$ cat src/rtl/snoop_arb_pkg.sv
// Shared definitions for the snoop arbiter: arbiter state encoding and a
// ceiling-log2 helper used to size the core-index registers.
package snoop_arb_pkg;

  typedef enum logic {
    ST_IDLE = 1'b0,
    ST_BUSY = 1'b1
  } state_e;

  // Ceiling log2, never smaller than 1 so a 2-core build still gets an index bit.
  function automatic int clog2(input int value);
    int r;
    r = 1;
    while ((1 << r) < value) begin
      r = r + 1;
    end
    return r;
  endfunction

endpackage

$ cat src/rtl/snoop_arb_rr_pick.sv
// Round-robin candidate picker: first set request at or above ptr, wrapping.
// Purely combinational.
module rr_pick #(
  parameter int N = 4,
  parameter int W = 2
) (
  input  logic [N-1:0] req,
  input  logic [W-1:0] ptr,
  output logic [W-1:0] idx,
  output logic         valid
);

  // Scan N positions starting at ptr and keep the first hit.
  always_comb begin
    idx   = '0;
    valid = 1'b0;
    for (int k = 0; k < N; k++) begin
      int j;
      j = int'(ptr) + k;
      if (j >= N) begin
        j = j - N;
      end else begin
        j = j;
      end
      if (!valid && req[j]) begin
        valid = 1'b1;
        idx   = W'(j);
      end else begin
        valid = valid;
      end
    end
  end

endmodule

$ cat src/rtl/snoop_arb.sv
// Snoop arbiter: hands each packet from the snooper to one packet-filter core
// chosen round-robin, and gates the snooper write/done strobes to that core.
// Optional feature: define SNOOP_ARB_REG_OUT_EN to register the broadcast data
// and the per-core strobes (one cycle later); the handshake stays combinational.
module snoop_arb
  import snoop_arb_pkg::*;
#(
  parameter int N             = 4,
  parameter int SN_ADDR_WIDTH = 10,
  parameter int SN_DATA_WIDTH = 64,
  parameter int INC_WIDTH     = 4
) (
  input  logic                     clk,
  input  logic                     rst,
  input  logic [SN_ADDR_WIDTH-1:0] addr,
  input  logic [SN_DATA_WIDTH-1:0] wr_data,
  input  logic                     wr_en,
  input  logic [INC_WIDTH-1:0]     byte_inc,
  input  logic                     done,
  output logic                     rdy,
  input  logic                     ack,
  output logic [SN_ADDR_WIDTH-1:0] sn_addr,
  output logic [SN_DATA_WIDTH-1:0] sn_wr_data,
  output logic [INC_WIDTH-1:0]     sn_byte_inc,
  output logic [N-1:0]             sn_wr_en,
  output logic [N-1:0]             sn_done,
  input  logic [N-1:0]             rdy_for_sn,
  output logic [N-1:0]             rdy_for_sn_ack
);

  localparam int SEL_W = clog2(N);

  state_e            state_q, state_d;
  logic [SEL_W-1:0]  sel_q, sel_d;
  logic [SEL_W-1:0]  rr_ptr_q, rr_ptr_d;
  logic [SEL_W-1:0]  cand_idx_s;
  logic              cand_vld_s;
  logic [N-1:0]      wr_en_s;
  logic [N-1:0]      done_s;

  rr_pick #(
    .N (N),
    .W (SEL_W)
  ) u_rr_pick (
    .req   (rdy_for_sn),
    .ptr   (rr_ptr_q),
    .idx   (cand_idx_s),
    .valid (cand_vld_s)
  );

  // Offer a core while idle and grant it in the same cycle as the handshake.
  always_comb begin
    rdy            = 1'b0;
    rdy_for_sn_ack = '0;
    if (rst && (state_q == ST_IDLE)) begin
      rdy = cand_vld_s;
    end else begin
      rdy = 1'b0;
    end
    if (rdy && ack) begin
      rdy_for_sn_ack[cand_idx_s] = 1'b1;
    end else begin
      rdy_for_sn_ack = '0;
    end
  end

  // Next-state: take ownership on handshake, release and advance pointer on done.
  always_comb begin
    state_d  = state_q;
    sel_d    = sel_q;
    rr_ptr_d = rr_ptr_q;
    case (state_q)
      ST_IDLE: begin
        if (rdy && ack) begin
          state_d = ST_BUSY;
          sel_d   = cand_idx_s;
        end else begin
          state_d = ST_IDLE;
        end
      end
      ST_BUSY: begin
        if (done) begin
          state_d  = ST_IDLE;
          rr_ptr_d = (sel_q == SEL_W'(N - 1)) ? '0 : sel_q + SEL_W'(1);
        end else begin
          state_d = ST_BUSY;
        end
      end
      default: begin
        state_d = ST_IDLE;
      end
    endcase
  end

  // Arbiter state registers; reset abandons any packet in flight.
  always_ff @(posedge clk or negedge rst) begin
    if (!rst) begin
      state_q  <= ST_IDLE;
      sel_q    <= '0;
      rr_ptr_q <= '0;
    end else begin
      state_q  <= state_d;
      sel_q    <= sel_d;
      rr_ptr_q <= rr_ptr_d;
    end
  end

  // Route write and done strobes only to the owning core; drop them when idle.
  always_comb begin
    wr_en_s = '0;
    done_s  = '0;
    if (state_q == ST_BUSY) begin
      wr_en_s[sel_q] = wr_en;
      done_s[sel_q]  = done;
    end else begin
      wr_en_s = '0;
      done_s  = '0;
    end
  end

`ifdef SNOOP_ARB_REG_OUT_EN
  logic [SN_ADDR_WIDTH-1:0] sn_addr_q;
  logic [SN_DATA_WIDTH-1:0] sn_wr_data_q;
  logic [INC_WIDTH-1:0]     sn_byte_inc_q;
  logic [N-1:0]             sn_wr_en_q;
  logic [N-1:0]             sn_done_q;

  // Output stage: cores see data and strobes one cycle after the snooper.
  always_ff @(posedge clk or negedge rst) begin
    if (!rst) begin
      sn_addr_q     <= '0;
      sn_wr_data_q  <= '0;
      sn_byte_inc_q <= '0;
      sn_wr_en_q    <= '0;
      sn_done_q     <= '0;
    end else begin
      sn_addr_q     <= addr;
      sn_wr_data_q  <= wr_data;
      sn_byte_inc_q <= byte_inc;
      sn_wr_en_q    <= wr_en_s;
      sn_done_q     <= done_s;
    end
  end

  assign sn_addr     = sn_addr_q;
  assign sn_wr_data  = sn_wr_data_q;
  assign sn_byte_inc = sn_byte_inc_q;
  assign sn_wr_en    = sn_wr_en_q;
  assign sn_done     = sn_done_q;
`else
  assign sn_addr     = addr;
  assign sn_wr_data  = wr_data;
  assign sn_byte_inc = byte_inc;
  assign sn_wr_en    = wr_en_s;
  assign sn_done     = done_s;
`endif

endmodule

$ cat config.mk
export PLATFORM = sky130hd
export DESIGN_NAME = snoop_arb
export DESIGN_NICKNAME = d
export VERILOG_FILES = /design/src/rtl/snoop_arb_pkg.sv /design/src/rtl/snoop_arb_rr_pick.sv /design/src/rtl/snoop_arb.sv
export SDC_FILE = /design/constraint.sdc
export NUM_CORES = 1
export LEC_CHECK = 0
export BUFFER_PORTS_ARGS = -buffer_cell sky130_fd_sc_hd__buf_2
export CAP_MARGIN = 10
export CORE_AREA = 2 2 69 71
export DETAILED_ROUTE_END_ITERATION = 10
export DIE_AREA = 0 0 71 73
export PLACE_DENSITY = 0.71
export SYNTH_ARGS = -nofsm -noshare
export SYNTH_HDL_FRONTEND = slang
export SYNTH_SLANG_ARGS = --single-unit
$ cat constraint.sdc
create_clock -name clk -period 1.5 [get_ports clk]
set_input_delay 0 -clock clk [delete_from_list [all_inputs] [get_ports clk]]
set_output_delay 0 -clock clk [all_outputs]
set_load 0.05 [all_outputs]
Word level (Yosys, flattened, before mapping)

Index checks and enable logic that the tools add are counted.

Add/subtract/negate cells: 8
$lt $le $gt $ge: 12
Equality and inequality tests: 1
Mux-type cells: 36
Bitwise operators: 3
Reduce and logical (&&, ||, !) cells: 12

Operators with widths:

| operator                | count |
|---|---|
| $lt A32 B4 Y1 const B   | 4 |
| $mux W32                | 4 |
| $ge A32 B4 Y1 const B   | 3 |
| $sub A32 B4 Y32 const B | 3 |
| $mux W1                 | 17 |
| $mux W4                 | 3 |
| $mux W2                 | 5 |
| $and A4 B4 Y4           | 2 |
| $bmux W1 S2             | 4 |
| $logic_and A1 B1 Y1     | 7 |
| $add A2 B2 Y3 const B   | 2 |
| $lt A2 B3 Y1 const B    | 2 |
| $demux W1 S2            | 2 |
| $ge A2 B1 Y1 const B    | 2 |
| $reduce_and A2 Y1       | 2 |
| $sub A2 B3 Y4 const B   | 1 |
| $add A2 B1 Y3 const B   | 1 |
| $ge A2 B3 Y1 const B    | 1 |
| $logic_not A1 Y1        | 3 |
| $add A2 B1 Y2 const B   | 1 |
| $eq A2 B2 Y1 const B    | 1 |
| $pmux W1 S2             | 1 |
| $not A1 Y1              | 1 |

Bits in registers: 5
Output and inout port bits: 91

Longest topological paths before layout

Word-level depth: 20
Mapped depth: 4

Modules after synthesis

A second synthesis with hierarchy kept.

Cell total of the unflattened synthesis: 130
Area, all modules: 1037.2 um^2

By module, submodules not included:

| module    | times used | cells each | area an instance (um^2) | sequential area each (um^2) |
|---|---|---|---|---|
| snoop_arb | 1          | 115        | 959.7                   | 125.1 |
| rr_pick   | 1          | 15         | 77.6                    | 0.0 |

Worst setup path before layout

OpenSTA, ideal clock, no wires.

Path type: register to output
From: register rr_ptr_q[1]
To: output port rdy_for_sn_ack[1]
Arrival: 2.184 ns
Data required time: 1.500 ns
Path slack: -0.684 ns
Cell stages (with the launch flop): 5
Buffers on the path: 0
Cell sequence: dfrtp_1 nor2_1 o21bai_1 a211oi_1 nor3b_1

Cells in the longest elaborated chain, start to end: 20

RTL lines:

| what                                                                     | RTL line         | source |
|---|---|---|
| start: declaration                                                       | snoop_arb.sv:35  | `logic [SEL_W-1:0] rr_ptr_q, rr_ptr_d;` |
| start signal: assignment                                                 | snoop_arb.sv:104 | `rr_ptr_q <= rr_ptr_d;` |
| parallel branches: the longest is 19 deep, another holds $sub A32 B4 Y32 | -                |  |
| $mux W4 *                                                                | snoop_arb.sv:60  | `if (rdy && ack) begin` |
| end: declaration                                                         | snoop_arb.sv:28  | `output logic [N-1:0] rdy_for_sn_ack` |

Mark *: on every way between the ends. The select of a mux whose other input is x is not followed.

Worst setup path in the final report

From: register rr_ptr_q[1]
To: output port rdy_for_sn_ack[2]

The elaborated chain is that of the path after synthesis.

==> impl_metrics.yaml <==
clock_tree:
  cts_root_buffer: "clkbuf_8"
  clock_sink_count: 5
  cts_buffer_depth: 2
  h-tree-depth: 1
  cts_tree: "done"
  clock_latency_ps: 220
  path_clk_slew_ps: 30
  cts-buffers-inserted: 3
yosys:
  synth.yosys.seq_area_share: 0.1229
  synth_nets: 217
  synth_largest_area_cell: "buf_4"
  yosys_register_bits: 5
  synth_edf_count: 0
  dominantRegCellSynth: "dfrtp_1"
  synthTopCellsByArea: "buf_4 (57%), dfrtp_1 (12%), and3_1 (5.5%)"
  synthCells: 126
  yosysUniqueCellTypes: 24
  yosysMostFrequentCell: "buf_4"
  synthArstFlopShare: 1.000
  synthesis.area_sq_um: 1018
  synth_top_area_share: 0.5749
  yosys_warnings: 0
  avgSynthCellArea_sq_um: 8.083
  ys_top_cells_by_count: "buf_4 (78), and3_1 (9), dfrtp_1 (5)"
routing:
  dr.pass1.iters: 3
  wl_per_cell_um: 15.24
  drtIter0Drc: 17
  routed_wirelength_um: 2027
  via_count: 565
  postRouteAntennaNets: 0
  viasPerCell: 4.248
  drc: 0
setup_path:
  crit_buf_inv: 2
  cp.arrival_ps: 1600
  rrSetupSlack_ps: 220
  r2r_cells: 4
  worstReg2RegEnd: "sel_q[1]"
  crit_path_end_kind: "output port"
  critPathMaxFanout: 6
  crit_chain: "nand2b_4 > a21oi_2 > a211oi_4 > buf_4 > nor3b_4 > buf_6"
  r2r_start: "rr_ptr_q[0]"
  critPathSlowestCell: "dfrtp_2"
  cpLargestDelayFamily: "flip-flops"
  cp-start-kind: "flip-flop"
  cpPeakStageDelay_ps: 450
  crit_type: "reg2out"
  crit_required_ps: 1500
cells_and_area:
  fillers: 500
  syn_to_final_growth_pct: -18.30
  ff_latch_area_sq_um: 126.4
  nNetsFinal: 171
  drive_gt1_frac: 0.6076
  multi_input_comb_area_sq_um: 384.1
  antennaDiodeCount: 0
  final_util: 0.1834
outcome:
  violations: "negative setup slack"
  outcome: "complete, but fails checks"
sta:
  post-route-period-util: 1.064
  min_period_ps: 1597
  worst_pin_slew_ps: 245.5
  maxSlewHeadroom: 0.8358
  finalMaxSlewViolations: 0
  setup_viol_count_final: 4
  max_freq_mhz: 626.3
  finClkSkew_ps: 3.466
  hold_viol_final: 0
  rsz0062_at_grt: "true"
  finalWorstSetupSlack_ps: -96.71
min_path:
  hold-path-cell-count: 0
  worstHoldStart: "wr_data[1]"
  holdPathEnd: "sn_wr_data[1]"
  min_path_type: "in2out"
die:
  core-area_sq_um: 4536
  initial_utilization: 0.2246
  dieHeight_um: 73
  io_pins: 178
  chipWidth_um: 71
  rows: 25
  die-area_sq_um: 5183
placement:
  finalWeightedCongestion: 0.7601
  place_hpwl_um: 1679
  io_buffers: 21
  pre_cts_ws_ps: -31.39
grt:
  antenna_found_initial: 0
  track_usage: 0.07384
  grt_pass1_wl_um: 2739
  grt_max_degree: 10
  grt_pass1_vias: 528
  grt-ovfl-total: 0
run:
  drv_cap: 0
power:
  p_leak_nw: 0.4218
  ir_drop_v: 0.0001825
  p_total_w: 0.001260
  powerDensity_nw_per_um2: 1515
## layer usage
metal	wire length [um]	share of wire	up-vias	global-route usage
met5	0	0	-	0
met4	129	0.064	0	0.07128
met3	320	0.16	22	0.06354
met2	1034	0.51	50	0.1153
met1	543	0.27	258	0.05399
li1	-	-	235	-
## cells in the final DEF (no fill, tap or decap), types with 2 or more instances in the layout
cell type,instances
and3_1,8
and3_4,2
nand2_1,4
mux2_4,2
dfrtp_1,4
buf_2,17
buf_4,4
inv_1,3
nor2_1,2
ha_1,4
clkbuf_8,3
buf_6,3
nor3b_4,2
## power by group
group,switching [W],total (W),internal [W]
Combinational,0.000375,0.000727,0.000352
Clock,0.0000690,0.000252,0.000183
Sequential,0.0000871,0.000282,0.000195
## sequential cells by signal, summed over array words and instances, names as in the netlist
name and flops:
rr_ptr_q 2, sel_q 2, state_q 1
## through the flow
stage | std cells | cell area (sq um) | hold slack (ps) | setup TNS, ps
2_1_floorplan | 126 | 1052 | -295.6 | -57.43
3_3_place_gp | 126 | 674.4 | -174.7 | 0
3_5_place_dp | 126 | 674.4 | -172.3 | -44.46
4_1_cts | 132 | 795.8 | 0.3409 | -306.5
5_1_grt | 133 | 832.0 | 0.07182 | -673.8
6_report | 133 | 832.0 | 0.01399 | -364.4
## cell families after synthesis
family / Yosys count / synth area share
muxes: 3 / 0.04054
and+or+nand+nor: 26 / 0.1572
AOI/OAI and AO/OA: 6 / 0.04054
adders and majority gates: 4 / 0.04914
buffers and inverters: 82 / 0.5897
DFF: 5 / 0.1229
## final cells by class
type                    count  area share
flip-flops and latches      5      0.1519
well taps                  54     0.08120
multi-input cells          39      0.4617
inverters                   4     0.01805
clock buffers               4     0.05414
repair buffers             27      0.2331
## what timing repair did
item / 4_1_cts / 5_1_grt
resized for setup: 17 / 6
gates cloned: 0 / 0
pin swaps: 2 / 5
hold buffers: 1 / 0
hold endpoints to repair: 5 / 0
endpoints found under the setup margin: 4 / 4
setup buffers: 1 / 1
## how the worst max path moves through the flow
stage	from	to	depth (start not counted)	slack [ps]
global placement	rr_ptr_q[1]	rdy_for_sn_ack[3]	5	10
detailed placement	rr_ptr_q[1]	rdy_for_sn_ack[3]	5	-30
global route	rr_ptr_q[1]	rdy_for_sn_ack[1]	5	-190
CTS	rr_ptr_q[1]	rdy_for_sn_ack[3]	5	-100
finish	rr_ptr_q[1]	rdy_for_sn_ack[2]	6	-100
floorplan	rr_ptr_q[1]	rdy_for_sn_ack[1]	4	-30
No activity file was read; power rests on OpenSTA's default activity.
